--- src/rtl/control_pkg.sv ---
// control_pkg: shared types and decode tables for the control sequencer.
//   - state_t      : sequencer states IDLE, T0..T6, HALT
//   - op_class_t   : execution class of an opcode
//   - OP_*         : opcode constants, ALU_* : ALU operation codes
//   - decode_class / decode_alu_op : opcode -> class / ALU op code
// Optional feature macro: CONTROL_SEQUENCER_MULDIV_EN (MUL/DIV legal when defined).
package control_pkg;

    typedef enum logic [3:0] {
        S_IDLE, S_T0, S_T1, S_T2, S_T3, S_T4, S_T5, S_T6, S_HALT
    } state_t;

    typedef enum logic [2:0] {
        CLS_ALU, CLS_MULDIV, CLS_NOP, CLS_HALT, CLS_ILLEGAL
    } op_class_t;

    // IR field positions
    localparam int OPC_HI = 31;
    localparam int OPC_LO = 27;
    localparam int RA_HI  = 26;
    localparam int RA_LO  = 23;
    localparam int RB_HI  = 22;
    localparam int RB_LO  = 19;
    localparam int RC_HI  = 18;
    localparam int RC_LO  = 15;

    // Opcodes
    localparam logic [4:0] OP_ADD  = 5'b01001;
    localparam logic [4:0] OP_SUB  = 5'b01010;
    localparam logic [4:0] OP_AND  = 5'b01011;
    localparam logic [4:0] OP_OR   = 5'b01100;
    localparam logic [4:0] OP_SHR  = 5'b01101;
    localparam logic [4:0] OP_MUL  = 5'b01110;
    localparam logic [4:0] OP_DIV  = 5'b01111;
    localparam logic [4:0] OP_NOP  = 5'b11000;
    localparam logic [4:0] OP_HALT = 5'b11001;

    // ALU operation codes presented on ALU_op during T4
    localparam logic [4:0] ALU_NONE = 5'b00000;
    localparam logic [4:0] ALU_ADD  = 5'b00011;
    localparam logic [4:0] ALU_SUB  = 5'b00100;
    localparam logic [4:0] ALU_AND  = 5'b00101;
    localparam logic [4:0] ALU_OR   = 5'b00110;
    localparam logic [4:0] ALU_SHR  = 5'b00111;
    localparam logic [4:0] ALU_MUL  = 5'b01000;
    localparam logic [4:0] ALU_DIV  = 5'b01001;

    function automatic op_class_t decode_class(input logic [4:0] opc);
        op_class_t cls;
        case (opc)
            OP_ADD, OP_SUB, OP_AND, OP_OR, OP_SHR: cls = CLS_ALU;
`ifdef CONTROL_SEQUENCER_MULDIV_EN
            OP_MUL, OP_DIV:                        cls = CLS_MULDIV;
`endif
            OP_NOP:                                cls = CLS_NOP;
            OP_HALT:                               cls = CLS_HALT;
            default:                               cls = CLS_ILLEGAL;
        endcase
        return cls;
    endfunction

    function automatic logic [4:0] decode_alu_op(input logic [4:0] opc);
        logic [4:0] op;
        case (opc)
            OP_ADD:  op = ALU_ADD;
            OP_SUB:  op = ALU_SUB;
            OP_AND:  op = ALU_AND;
            OP_OR:   op = ALU_OR;
            OP_SHR:  op = ALU_SHR;
            OP_MUL:  op = ALU_MUL;
            OP_DIV:  op = ALU_DIV;
            default: op = ALU_NONE;
        endcase
        return op;
    endfunction

endpackage

--- src/rtl/control_decode.sv ---
// control_decode: combinational opcode decoder.
//   opcode  in  5  IR[31:27]
//   op_class out   execution class (ALU, MUL/DIV, NOP, HALT, illegal)
//   alu_op  out 5  ALU operation code for T4
//   illegal out 1  opcode not executable in this build
// MUL/DIV legality follows CONTROL_SEQUENCER_MULDIV_EN.
module control_decode
    import control_pkg::*;
(
    input  logic [4:0] opcode,
    output op_class_t  op_class,
    output logic [4:0] alu_op,
    output logic       illegal
);

    assign op_class = decode_class(opcode);
    assign alu_op   = decode_alu_op(opcode);
    assign illegal  = (op_class == CLS_ILLEGAL);

endmodule

--- src/rtl/control_sequencer.sv ---
// control_sequencer: Moore control unit for the single-bus datapath.
// Fetch T0-T2, execute T3-T6, counts retired instructions.
//   Clock, Clear(async, active high), Run, MemReady, IR[31:0]  inputs
//   bus drive strobes  : PCout Zlowout ZHighout MDRout Rout
//   load strobes       : MARin PCin MDRin IRin Yin Rin ZLowIn ZHighIn HIin LOin
//   misc               : IncPC Read ALU_op[4:0] Gra Grb Grc
//   status             : Halted IllegalOp InstrCount[CNT_W-1:0]
// Macro CONTROL_SEQUENCER_MULDIV_EN enables MUL/DIV (T6, ZHighIn/ZHighout/HIin/LOin).
module control_sequencer
    import control_pkg::*;
#(
    parameter int CNT_W = 16
)
(
    input  logic             Clock,
    input  logic             Clear,
    input  logic             Run,
    input  logic             MemReady,
    input  logic [31:0]      IR,
    output logic             PCout,
    output logic             Zlowout,
    output logic             ZHighout,
    output logic             MDRout,
    output logic             Rout,
    output logic             MARin,
    output logic             PCin,
    output logic             MDRin,
    output logic             IRin,
    output logic             Yin,
    output logic             Rin,
    output logic             ZLowIn,
    output logic             ZHighIn,
    output logic             HIin,
    output logic             LOin,
    output logic             IncPC,
    output logic             Read,
    output logic [4:0]       ALU_op,
    output logic             Gra,
    output logic             Grb,
    output logic             Grc,
    output logic             Halted,
    output logic             IllegalOp,
    output logic [CNT_W-1:0] InstrCount
);

    state_t           state_reg, state_next;
    logic             t1_first_reg;
    logic             illegal_reg;
    logic [CNT_W-1:0] count_reg;
    logic             retire;

    op_class_t        dec_class;
    logic [4:0]       dec_alu_op;
    logic             dec_illegal;

    // Register fields are consumed by the datapath's register encoder, not here.
    logic ir_fields_unused;
    assign ir_fields_unused = ^IR[RA_HI:0];

    control_decode u_decode (
        .opcode   (IR[OPC_HI:OPC_LO]),
        .op_class (dec_class),
        .alu_op   (dec_alu_op),
        .illegal  (dec_illegal)
    );

    always_ff @(posedge Clock or posedge Clear) begin
        if (Clear) begin
            state_reg    <= S_IDLE;
            t1_first_reg <= 1'b0;
            illegal_reg  <= 1'b0;
            count_reg    <= '0;
        end else begin
            state_reg    <= state_next;
            // T1 is only entered from T0, so this marks the first T1 cycle.
            t1_first_reg <= (state_reg == S_T0);
            if (state_reg == S_T3 && dec_illegal)
                illegal_reg <= 1'b1;
            if (retire)
                count_reg <= count_reg + CNT_W'(1);
        end
    end

    always_comb begin
        state_next = state_reg;
        retire     = 1'b0;
        PCout = 1'b0; Zlowout = 1'b0; ZHighout = 1'b0; MDRout = 1'b0; Rout = 1'b0;
        MARin = 1'b0; PCin = 1'b0; MDRin = 1'b0; IRin = 1'b0; Yin = 1'b0; Rin = 1'b0;
        ZLowIn = 1'b0; ZHighIn = 1'b0; HIin = 1'b0; LOin = 1'b0;
        IncPC = 1'b0; Read = 1'b0; ALU_op = ALU_NONE;
        Gra = 1'b0; Grb = 1'b0; Grc = 1'b0;

        case (state_reg)
            S_IDLE: begin
                if (Run)
                    state_next = S_T0;
            end
            S_T0: begin
                PCout = 1'b1; MARin = 1'b1; IncPC = 1'b1; ZLowIn = 1'b1;
                state_next = S_T1;
            end
            S_T1: begin
                // Incremented PC is loaded once; Read/MDRin hold through the stall.
                Zlowout = 1'b1; Read = 1'b1; MDRin = 1'b1;
                PCin    = t1_first_reg;
                if (MemReady)
                    state_next = S_T2;
            end
            S_T2: begin
                MDRout = 1'b1; IRin = 1'b1;
                state_next = S_T3;
            end
            S_T3: begin
                case (dec_class)
                    CLS_ALU, CLS_MULDIV: begin
                        Grb = 1'b1; Rout = 1'b1; Yin = 1'b1;
                        state_next = S_T4;
                    end
                    CLS_NOP: retire     = 1'b1;
                    default: state_next = S_HALT;
                endcase
            end
            S_T4: begin
                Grc = 1'b1; Rout = 1'b1; ZLowIn = 1'b1;
                ALU_op = dec_alu_op;
`ifdef CONTROL_SEQUENCER_MULDIV_EN
                ZHighIn = (dec_class == CLS_MULDIV);
`endif
                state_next = S_T5;
            end
            S_T5: begin
                Zlowout = 1'b1;
`ifdef CONTROL_SEQUENCER_MULDIV_EN
                if (dec_class == CLS_MULDIV) begin
                    LOin = 1'b1;
                    state_next = S_T6;
                end else begin
                    Gra = 1'b1; Rin = 1'b1;
                    retire = 1'b1;
                end
`else
                Gra = 1'b1; Rin = 1'b1;
                retire = 1'b1;
`endif
            end
`ifdef CONTROL_SEQUENCER_MULDIV_EN
            S_T6: begin
                ZHighout = 1'b1; HIin = 1'b1;
                retire = 1'b1;
            end
`endif
            S_HALT: state_next = S_HALT;
            default: state_next = S_IDLE;
        endcase

        // Run is only consulted here and in IDLE, so a mid-instruction drop finishes the instruction.
        if (retire)
            state_next = Run ? S_T0 : S_IDLE;
    end

    assign Halted     = (state_reg == S_HALT);
    assign IllegalOp  = illegal_reg;
    assign InstrCount = count_reg;

endmodule

--- config.mk ---
export PLATFORM = sky130hd
export DESIGN_NAME = control_sequencer
export DESIGN_NICKNAME = d
export VERILOG_FILES = /design/src/rtl/control_pkg.sv /design/src/rtl/control_decode.sv /design/src/rtl/control_sequencer.sv
export SDC_FILE = /design/constraint.sdc
export NUM_CORES = 1
export LEC_CHECK = 0
export ABC_AREA = 1
export CAP_MARGIN = 0
export CELL_PAD_IN_SITES_DETAIL_PLACEMENT = 1
export CELL_PAD_IN_SITES_GLOBAL_PLACEMENT = 1
export CORE_MARGIN = 2
export CORE_UTILIZATION = 26
export CTS_CLUSTER_SIZE = 8
export DETAILED_ROUTE_END_ITERATION = 16
export PLACE_DENSITY = 0.83
export SYNTH_ARGS = -nofsm -noshare
export SYNTH_HDL_FRONTEND = slang
export SYNTH_SLANG_ARGS = --single-unit
export TNS_END_PERCENT = 30
--- constraint.sdc ---
create_clock -name Clock -period 1.7 [get_ports Clock]
set_input_delay 0.425 -clock Clock [delete_from_list [all_inputs] [get_ports Clock]]
set_output_delay 0.425 -clock Clock [all_outputs]
set_load 0.005 [all_outputs]
==> summary.txt <==
STA
  – Final period util: 1.15
  – Max Clk Rate: 513 MHz
  – Fin. max-slew vios: 0
  – Setup ws final: -250 ps
  – Tmin final: 1950 ps
  – Final Skew: 5.61 ps
  – RSZ-0062 raised after global routing: true
  – Hold Vio Cnt, Final: 0
  – Setup TNS: -4300 ps
  – Final setup violation count: 35

Placed design
  – DPL Wire Length: 3480 um
  – Area post-placement: 2130 um2
  – I/O Buffers: 46
  – GPL Wtd Cong: 0.808
  – Post-Place Cells: 354

Final layout
  – Area of the multi-input gates: 890 um2
  – Largest register FFs: 16
  – Layout cells sized above 1: 0.362
  – Nets: 342
  – Final Instance Area: 2490 um2
  – Fill count: 688
  – Finished Layout Cells: 376
  – Ant diodes: 0
  – Seq. cell area: 559 um2
  – Area growth from synthesis to layout: 63.9%

Drt
  – Drt first-iter violations: 76
  – Avg WL per Cell: 15.9 um
  – Via Count: 1769
  – 1st-pass router iterations: 4
  – Drt drc: 0
  – Drt total wl: 5980 um
  – Final ANT Viol Nets: 0
  – Via/cell ratio: 4.70

Yosys
  – Simple-Gate Fraction of Synth Area: 0.384
  – Gate Count Post-Synth: 225
  – Mux cell area share after synthesis: 0
  – XOR/XNOR share of the synthesized area: 0.0461
  – Post-Synth Adder-Cell Area: 0.00823
  – Mapped Avg Cell Area: 6.76 um2
  – Synth Area in Compound Gates: 0.0486
  – Seq cells post-synth: 22
  – Largest family of logic cells by synthesized area: simple AND/OR/NAND/NOR gates
  – Seq/Total Area, Yosys: 0.362
  – Synthesis Warnings: 0
  – Synth Cell Area: 1520 um2
  – Cell variety after synth: 25

GRT
  – Number of global-route vias before repair: 1863
  – Gr usage total: 0.186
  – Initial antenna violation count: 0
  – GR Overflow Total: 0
  – First-pass GRT wire length: 9130 um
  – Largest net degree at the start of global routing: 26

Clocking
  – CTS root buf: clkbuf_8
  – Worst-skew pair later-pin latency: 280 ps
  – CTS Hold Bufs: 0
  – # H-tree levels: 1
  – Longest Clk Path Bufs: 2
  – Clock sink total: 22
  – Clock Pin Slew Worst Setup and Hold Paths: 90 ps
  – TritonCTS clock tree: yes
  – Num CTS Buffers: 3

Floorplanning
  – Die area: 6470 um2
  – IO Pins: 79
  – Row cnt: 27
  – Core box area: 5570 um2
  – DIE HEIGHT: 80.5 um
  – DIE WIDTH: 80.5 um
  – Initial Util: 0.273

Critical path
  – FF-to-FF setup slack: -110 ps
  – CP max FO: 3
  – Worst Path Required: 1270 ps
  – FF-to-FF path depth: 11
  – Worst EP arrival: 1520 ps
  – Critical path capture point type: output port
  – Worst setup SP type: flop
  – Crit Path Class: flop to output port

Power and ir drop
  – Maximum vdd ir drop: 459 uV
  – Power density over cell area: 1170 nW/um2
  – Leakage power: 0.00140 uW

Run
  – Max-Cap Viols: 0

Min path
  – Worst hold-check path type: primary input to asynchronous set/reset pin

Outcome
  – Violated checks: negative setup slack
  – Status: complete, but fails checks
[placed cells by master (no fill, tap or decap), drive strengths merged, types with 5 or more instances in the layout]
cell / synthesis / routed
buf: 14 / 57
nand4: 5 / 5
o21ai: 10 / 10
xor2: 8 / 8
dlymetal6s2s: 0 / 11
inv: 31 / 31
nor2: 32 / 32
clkdlybuf4s50: 0 / 9
nand3: 19 / 19
conb: 1 / 5
nand2: 73 / 73
dfrtp: 22 / 22
[worst paths after layout]
| check | endpoint | start |
|---|---|---|
| worst max-delay path | Rout | state_reg[3]$_DFFE_PP0P_ |
| worst min-delay path | state_reg[0]$_DFFE_PP0P_ | Clear |
| worst max register to register | InstrCount[3]$_DFFE_PP0P_ | state_reg[3]$_DFFE_PP0P_ |
| worst min register to register | IllegalOp$_DFFE_PP0P_ | IllegalOp$_DFFE_PP0P_ |
| max in group asynchronous | InstrCount[5]$_DFFE_PP0P_ | Clear |
| min in group Clock | IllegalOp$_DFFE_PP0P_ | IllegalOp$_DFFE_PP0P_ |
[layout make-up]
cell class	count	area share
Multi-Input combinational cell	162	0.357
Timing Repair Buffer	85	0.303
Sequential cell	22	0.225
Inverter	31	0.0507
Tap cell	72	0.0362
Clock buffer	3	0.0166
Clock inverter	1	0.0121
[logic make-up (layout without fill, tap and decap cells)]
logic type	count (synthesis)	in the layout
other	1	5
xor gates and xnor gates	8	8
and+or+nand+nor	134	134
buffers and inverters	45	120
AOI/OAI and AO/OA	14	14
DFF	22	22
adders and majority gates	1	1
[through the flow]
step,util,hold slack [ps],worst slack [ps],total power (uW)
after floorplan,-,414,179,1260
after global placement,0.383,460,-661,1830
after detailed placement,0.383,465,-756,1880
after CTS,0.427,489,-175,2700
after global routing,0.447,517,-286,3080
final,0.447,484,-250,2910
[power by group]
part | internal, uW | switching (uW) | leakage, uW
Sequential | 616 | 105 | 0.000283
Clock | 316 | 201 | 0.0000357
Combinational | 826 | 850 | 0.00108
Total | 1760 | 1160 | 0.00140
[routing by layer]
layer | vias to the layer above | global-route usage | wire length, um
met3 | 19 | 0.0281 | 211
met4 | 0 | 0.120 | 237
li1 | 836 | - | -
met2 | 46 | 0.330 | 3150
met5 | - | 0 | 0
met1 | 868 | 0.204 | 2370
[critical path, cell delays in order, from the launching register on]
cell,delay (ps)
dfrtp_1,430
buf_6,150
inv_4,50
nand2_4,60
buf_6,130
nor2_4,160
nand2_4,90
nand2_2,60
buf_2,100
[cells in the mapped netlist (all sizes together)]
| library cell | count | area share |
|---|---|---|
| ha | 1 | 0.0082 |
| nand4 | 5 | 0.030 |
| and3 | 1 | 0.0041 |
| xor2 | 8 | 0.046 |
| nand3 | 19 | 0.063 |
| nor2 | 32 | 0.086 |
| buf | 14 | 0.072 |
| nand2 | 73 | 0.19 |
| o21bai | 1 | 0.0049 |
| dfrtp | 22 | 0.36 |
| a21oi | 2 | 0.0066 |
| o21ai | 10 | 0.033 |
| or2 | 1 | 0.0041 |
| o22ai | 1 | 0.0041 |
| conb | 1 | 0.0025 |
| inv | 31 | 0.077 |
| nor3 | 3 | 0.0099 |
[what timing repair did]
| item | 4_1_cts | 5_1_grt |
|---|---|---|
| setup endpoints to repair | 24 | 52 |
| resized for setup | 124 | 45 |
| pin swaps | 12 | 9 |
| hold endpoints to repair | 0 | 0 |
| setup buffers | 19 | 5 |
(Power assumes the default switching activity.)
